### config.mk
export PLATFORM = sky130hd
export DESIGN_NAME = risc_run_ctrl_flat
export DESIGN_NICKNAME = d
export VERILOG_FILES = /design/src/rtl/risc_run_ctrl_if.sv /design/src/rtl/risc_run_ctrl.sv /design/src/flat_wrapper.sv
export SDC_FILE = /design/constraint.sdc
export NUM_CORES = 1
export LEC_CHECK = 0
export ABC_AREA = 1
export CAP_MARGIN = 20
export CORE_MARGIN = 1.5
export CORE_UTILIZATION = 52
export DETAILED_ROUTE_END_ITERATION = 10
export GPL_TIMING_DRIVEN = 0
export PLACE_DENSITY_LB_ADDON = 0.3
export SYNTH_ARGS = -nofsm -noshare
export SYNTH_HDL_FRONTEND = slang
export SYNTH_SLANG_ARGS = --single-unit
### constraint.sdc
create_clock -name clk -period 5.4 [get_ports clk]
set_input_delay 0.54 -clock clk [delete_from_list [all_inputs] [get_ports clk]]
set_output_delay 0.54 -clock clk [all_outputs]
set_load 0.02 [all_outputs]
### src/rtl/risc_run_ctrl_if.sv
// Control/status bundle between the host (or bench) and the run controller.
// The master drives start/abort/core_halt; the slave (risc_run_ctrl) drives the rest.
interface risc_run_ctrl_if #(
    parameter int NUM_CORES = 2,
    parameter int CNT_W     = 32
);
    logic                         start;
    logic                         abort;
    logic [NUM_CORES-1:0]         core_halt;
    logic [NUM_CORES-1:0]         core_rst_n;
    logic                         busy;
    logic                         done;
    logic                         timeout;
    logic [NUM_CORES-1:0]         halt_mask;
    logic [CNT_W-1:0]             cycle_count;
    logic [NUM_CORES*CNT_W-1:0]   halt_stamp;

    modport master (
        output start, abort, core_halt,
        input  core_rst_n, busy, done, timeout, halt_mask, cycle_count, halt_stamp
    );

    modport slave (
        input  start, abort, core_halt,
        output core_rst_n, busy, done, timeout, halt_mask, cycle_count, halt_stamp
    );
endinterface

### src/rtl/risc_run_ctrl.sv
// Run controller: holds cores in reset, releases them, counts run cycles until all halt or timeout.
// Optional macro HALT_STAMP_EN builds per-core halt timestamp registers; otherwise halt_stamp is 0.
module risc_run_ctrl #(
    parameter int NUM_CORES  = 2,
    parameter int CNT_W      = 32,
    parameter int RST_CYCLES = 4,
    parameter int TIMEOUT    = 1000
) (
    input  logic               clk,
    input  logic               rst_n,
    risc_run_ctrl_if.slave     bus
);

    localparam int                RC_W     = (RST_CYCLES < 2) ? 1 : $clog2(RST_CYCLES + 1);
    localparam logic [RC_W-1:0]   RC_LAST  = RC_W'(RST_CYCLES - 1);
    localparam logic [CNT_W-1:0]  CNT_LAST = CNT_W'(TIMEOUT - 1);

    typedef enum logic [1:0] {
        S_IDLE,
        S_RESET,
        S_RUN,
        S_DONE
    } state_t;

    state_t                 state_q, state_d;
    logic [RC_W-1:0]        rst_cnt_q, rst_cnt_d;
    logic [CNT_W-1:0]       cycle_count_q, cycle_count_d;
    logic [NUM_CORES-1:0]   halt_mask_q, halt_mask_d;
    logic                   timeout_q, timeout_d;
    logic                   busy_q, busy_d;
    logic                   done_q, done_d;
    logic [NUM_CORES-1:0]   core_rst_n_q, core_rst_n_d;
    logic [NUM_CORES-1:0]   halt_merged;

    always_comb begin
        state_d       = state_q;
        rst_cnt_d     = rst_cnt_q;
        cycle_count_d = cycle_count_q;
        halt_mask_d   = halt_mask_q;
        timeout_d     = timeout_q;
        halt_merged   = halt_mask_q | bus.core_halt;

        // abort wins over everything; results stay visible until the next start
        if (bus.abort) begin
            state_d = S_IDLE;
        end else begin
            unique case (state_q)
                S_IDLE, S_DONE: begin
                    if (bus.start) begin
                        state_d       = S_RESET;
                        rst_cnt_d     = '0;
                        cycle_count_d = '0;
                        halt_mask_d   = '0;
                        timeout_d     = 1'b0;
                    end
                end
                S_RESET: begin
                    rst_cnt_d = rst_cnt_q + 1'b1;
                    if (rst_cnt_q == RC_LAST) begin
                        state_d = S_RUN;
                    end
                end
                S_RUN: begin
                    halt_mask_d = halt_merged;
                    // completion is tested first so a last halt on the final cycle is not a timeout
                    if (&halt_merged) begin
                        state_d   = S_DONE;
                        timeout_d = 1'b0;
                    end else if (cycle_count_q == CNT_LAST) begin
                        state_d   = S_DONE;
                        timeout_d = 1'b1;
                    end else begin
                        cycle_count_d = cycle_count_q + 1'b1;
                    end
                end
                default: state_d = S_IDLE;
            endcase
        end

        busy_d       = (state_d == S_RESET) || (state_d == S_RUN);
        done_d       = (state_d == S_DONE);
        core_rst_n_d = (state_d == S_RUN) ? '1 : '0;
    end

    always_ff @(posedge clk or negedge rst_n) begin
        if (!rst_n) begin
            state_q       <= S_IDLE;
            rst_cnt_q     <= '0;
            cycle_count_q <= '0;
            halt_mask_q   <= '0;
            timeout_q     <= 1'b0;
            busy_q        <= 1'b0;
            done_q        <= 1'b0;
            core_rst_n_q  <= '0;
        end else begin
            state_q       <= state_d;
            rst_cnt_q     <= rst_cnt_d;
            cycle_count_q <= cycle_count_d;
            halt_mask_q   <= halt_mask_d;
            timeout_q     <= timeout_d;
            busy_q        <= busy_d;
            done_q        <= done_d;
            core_rst_n_q  <= core_rst_n_d;
        end
    end

    assign bus.core_rst_n  = core_rst_n_q;
    assign bus.busy        = busy_q;
    assign bus.done        = done_q;
    assign bus.timeout     = timeout_q;
    assign bus.halt_mask   = halt_mask_q;
    assign bus.cycle_count = cycle_count_q;

`ifdef HALT_STAMP_EN
    logic [NUM_CORES-1:0][CNT_W-1:0] stamp_q, stamp_d;
    logic                            run_clear;
    logic                            run_active;

    assign run_clear  = !bus.abort && bus.start && ((state_q == S_IDLE) || (state_q == S_DONE));
    assign run_active = !bus.abort && (state_q == S_RUN);

    // a stamp is taken only on the first sampled halt of each core in a run
    always_comb begin
        stamp_d = stamp_q;
        if (run_clear) begin
            stamp_d = '0;
        end else if (run_active) begin
            for (int i = 0; i < NUM_CORES; i++) begin
                if (bus.core_halt[i] && !halt_mask_q[i]) begin
                    stamp_d[i] = cycle_count_q;
                end
            end
        end
    end

    always_ff @(posedge clk or negedge rst_n) begin
        if (!rst_n) begin
            stamp_q <= '0;
        end else begin
            stamp_q <= stamp_d;
        end
    end

    assign bus.halt_stamp = stamp_q;
`else
    assign bus.halt_stamp = '0;
`endif

endmodule
### src/flat_wrapper.sv
// flat-port wrapper written by rule: the top's interface ports become plain ports
module risc_run_ctrl_flat 
#(
    parameter int NUM_CORES  = 2,
    parameter int CNT_W      = 32,
    parameter int RST_CYCLES = 4,
    parameter int TIMEOUT    = 1000
)
  (clk, rst_n, bus_start, bus_abort, bus_core_halt, bus_core_rst_n, bus_busy, bus_done, bus_timeout, bus_halt_mask, bus_cycle_count, bus_halt_stamp);
  risc_run_ctrl_if #(.NUM_CORES(NUM_CORES), .CNT_W(CNT_W)) bus_i ();
  input  logic clk;
  input  logic rst_n;
  input wire logic [$bits(bus_i.start)-1:0] bus_start;
  input wire logic [$bits(bus_i.abort)-1:0] bus_abort;
  input wire logic [$bits(bus_i.core_halt)-1:0] bus_core_halt;
  output wire logic [$bits(bus_i.core_rst_n)-1:0] bus_core_rst_n;
  output wire logic [$bits(bus_i.busy)-1:0] bus_busy;
  output wire logic [$bits(bus_i.done)-1:0] bus_done;
  output wire logic [$bits(bus_i.timeout)-1:0] bus_timeout;
  output wire logic [$bits(bus_i.halt_mask)-1:0] bus_halt_mask;
  output wire logic [$bits(bus_i.cycle_count)-1:0] bus_cycle_count;
  output wire logic [$bits(bus_i.halt_stamp)-1:0] bus_halt_stamp;
  assign bus_i.start = bus_start;
  assign bus_i.abort = bus_abort;
  assign bus_i.core_halt = bus_core_halt;
  assign bus_core_rst_n = bus_i.core_rst_n;
  assign bus_busy = bus_i.busy;
  assign bus_done = bus_i.done;
  assign bus_timeout = bus_i.timeout;
  assign bus_halt_mask = bus_i.halt_mask;
  assign bus_cycle_count = bus_i.cycle_count;
  assign bus_halt_stamp = bus_i.halt_stamp;
  risc_run_ctrl #(.NUM_CORES(NUM_CORES), .CNT_W(CNT_W), .RST_CYCLES(RST_CYCLES), .TIMEOUT(TIMEOUT)) u_core (.clk(clk), .rst_n(rst_n), .bus(bus_i));
endmodule
==> qor.log <==
qor: status.status finished, violations left
qor: status.violations design-rule violations
qor: finish.area_growth 25.1%
qor: clocking.cts_resized 0
qor: hold_path.hold_path.class in -> async
qor: critical_path.setup.worst_path.class reg -> out
qor: clocking.post_cts_hold_buffer_count 0
qor: synthesis.synth.most_common_cell nand2_1
qor: drt.number_of_drc_violations_after_detailed_routing 9
qor: critical_path.timing.critical_path.slowest_cell_delay 0.67 ns
qor: grt.grt_antenna_before_repair 0
qor: finish.antennaDiodeCount 0
qor: power.finalPower 731 µW
qor: clocking.path_clk_slew 0.09 ns
qor: drt.drt.antenna.violating_nets 0
qor: grt.grt_pass1_wl 16.0 mm
qor: drt.wl_met1 3.97 mm
qor: drt.route.detailed.wl_per_inst 13.6 µm
qor: power.power.leakage 0.00209 µW
qor: sta.worst_slew_margin_relative_to_its_limit 58.2%
qor: critical_path.worst_setup_path_start_kind register
qor: floorplan.rows 29
qor: synthesis.syn-mean-instance-area 6.74 µm²
qor: sta.maxClockFrequency 488 MHz
qor: sta.finalSetupViolCount 0
qor: critical_path.regToRegStartpoint u_core.state_q[0]
qor: place.dp_hpwl 7.81 mm
qor: drt.wl 9.81 mm
qor: drt.post_drt_via_cell_ratio 4.99
qor: power.power_density 165 nW/µm²
qor: synthesis.synth-main-ff-cell dfrtp_1
qor: clocking.maximum_level_of_the_cts_h_tree 2
qor: critical_path.crit_fanout 7
qor: grt.globalRoute.totalOverflow 0
qor: floorplan.dieWidth 85.6 µm
qor: critical_path.timing.critical_path.slowest_stage_cell clkdlybuf4s50_1
qor: synthesis.synth.top_cell.area_share 30.3%
qor: critical_path.regToRegEndpoint u_core.bus.cycle_count[14]
qor: sta.worst_pin_slew 0.627 ns
qor: synthesis.synth.area.top_cells dfrtp_1 (30%), nand2_1 (16%), buf_4 (14%), nor2_1 (8.0%), nand3_1 (7.2%)
qor: critical_path.worstPathBufferInverterCount 1
qor: floorplan.core-area 6460 µm²
qor: clocking.cts_root_buffer clkbuf_8
qor: synthesis.synthesis.yosys.warnings 0
qor: synthesis.synth_area_leader_cell dfrtp_1
qor: finish.nFillCells 573
qor: drt.met2WireLength 4.92 mm
qor: synthesis.synthesis.instances 526
qor: grt.grt_util_all_layers 27.6%
qor: floorplan.initial_utilization 54.9%
qor: place.numPortBuffers 44
qor: clocking.count_of_buffers_added_by_post_cts_timing_repair_for_setup 0
qor: clocking.tritoncts done
qor: critical_path.cp-endpoint bus_cycle_count[20]
qor: place.final_weighted_congestion_in_routability_driven_placement 0.926
qor: synthesis.synth_enable_flop_cells 0
qor: sta.tns 0 ns
qor: synthesis.synth_common_cells nand2_1 (151), nor2_1 (76), buf_4 (65), nand3_1 (51), dfrtp_1 (43)
qor: floorplan.ioPinCount 109
qor: grt.grt_max_degree 24
qor: finish.fin_nets 655
qor: synthesis.yosysSeqAreaShare 30.3%
qor: critical_path.timing.critical_path.from u_core.bus.cycle_count[20]
qor: critical_path.reg2reg_setup_slack 3.38 ns
qor: synthesis.summed_instance_area_of_the_synthesized_netlist 3550 µm²
qor: job.maxCapViolations 0
qor: synthesis.ys_seq_elements 43
qor: grt.first_global_vias 3380
qor: synthesis.ys_types 31
qor: drt.initialDrtViolationCount 239
qor: sta.final-max-slew-violation-count 0
qor: sta.final-hold-violation-count 0
qor: clocking.clock_insertion_delay_worst_skew 0.31 ns
qor: sta.fin_skew 0.0177 ns
qor: clocking.tritoncts_num_sinks 43
qor: sta.post-route-period-util 37.9%
qor: critical_path.worst-endpoint-arrival 1.51 ns
qor: power.vdd.ir_drop.worst 0.180 mV
qor: critical_path.ff2ff_path_depth 9
qor: clocking.cts_buffers 5
qor: critical_path.critical_path.endpoint_type output pin
qor: sta.rsz0062_at_grt false
qor: critical_path.worstPathRequired 4.86 ns
qor: critical_path.path_depth 1
qor: synthesis.async_flop_share 100%
qor: critical_path.worstPathCellList clkdlybuf4s50_1
qor: drt.detailed_routing_iteration_count_for_the_pre_antenna_repair_pass 8
qor: sta.min_period 2.05 ns
qor: floorplan.die-area 7330 µm²
qor: drt.vias 3585
qor: drt.top_signal_layer_used met4
qor: critical_path.cell_family_contributing_the_most_delay_on_the_critical_path buffers and inverters
qor: drt.met3_wirelength 765 µm
qor: clocking.ctsLongestPathBuffers 2
qor: floorplan.die_h 85.6 µm
qor: finish.layout-drive-gt1-share 20.4%
-- where the power goes --
part / internal [µW] / total, µW / switching, µW
logic: 63.5 / 163 / 99.4
registers: 329 / 335 / 5.51
clock network: 105 / 233 / 128
-- routing by layer --
layer,track usage (%),vias to the layer above
met5,0,-
li1,-,1762
met1,34.2,1649
met2,47.8,154
met4,10.3,0
met3,5.10,20
-- cell type report --
cell class | count | area (µm²) | share of cell area (%)
multi-input cells | 427 | 1960 | 44.2
flip-flops and latches | 43 | 1080 | 24.2
plain buffers | 76 | 584 | 13.2
repair buffers | 45 | 463 | 10.4
inverters | 43 | 161 | 3.64
well taps | 77 | 96.3 | 2.17
clock buffers | 6 | 82.6 | 1.86
clock inverters | 2 | 13.8 | 0.310
-- worst min-delay path by stage --
stage | slack [ns] | end | from
final | 0.20 | u_core.bus.cycle_count[15] | rst_n
after global routing | 0.23 | u_core.bus.core_rst_n[0] | rst_n
after CTS | 0.22 | u_core.bus.cycle_count[15] | rst_n
after detailed placement | 0.48 | u_core.rst_cnt_q[0] | u_core.rst_cnt_q[0]
after global placement | 0.47 | u_core.rst_cnt_q[0] | u_core.rst_cnt_q[0]
after floorplan | 0.24 | u_core.bus.busy | rst_n
-- kinds of logic (layout without fill, tap and decap cells) --
logic type,Yosys count,after routing,synth area share (%)
and+or+nand+nor,303,303,36.2
muxes,1,1,0.282
adders and majority gates,8,8,2.82
other,1,64,0.106
DFF,43,43,30.3
AOI/OAI and AO/OA,51,51,9.28
buffers and inverters,119,172,21.0
-- layout by cell type (no fill, tap or decap), types with 14 or more instances in the layout --
cell / count
nand2_1: 151
nor2_1: 76
buf_4: 65
conb_1: 64
nand3_1: 51
clkdlybuf4s50_1: 43
dfrtp_1: 43
inv_1: 33
o21ai_2: 18
o21ai_1: 14
-- flip-flops by register name, indices dropped and copies added (netlist names) --
name	cells
u_core.bus.cycle_count	32
u_core.rst_cnt_q	3
u_core.bus.halt_mask	2
u_core.state_q	2
u_core.bus.busy	1
u_core.bus.core_rst_n	1
u_core.bus.done	1
u_core.bus.timeout	1
-- per-stage QoR --
step           std cells  setup slack (ns)  hold slack, ns  util [%]  cell area, µm²
2_1_floorplan        589              3.59           0.244         -            3780
3_3_place_gp         710              2.65           0.465      66.9            4320
3_5_place_dp         711              3.23           0.483      67.2            4340
4_1_cts              719              3.35           0.223      68.7            4440
5_1_grt              719              3.16           0.234      68.7            4440
6_report             719              3.35           0.196      68.7            4440
No activity file was read; power rests on OpenSTA's default activity.
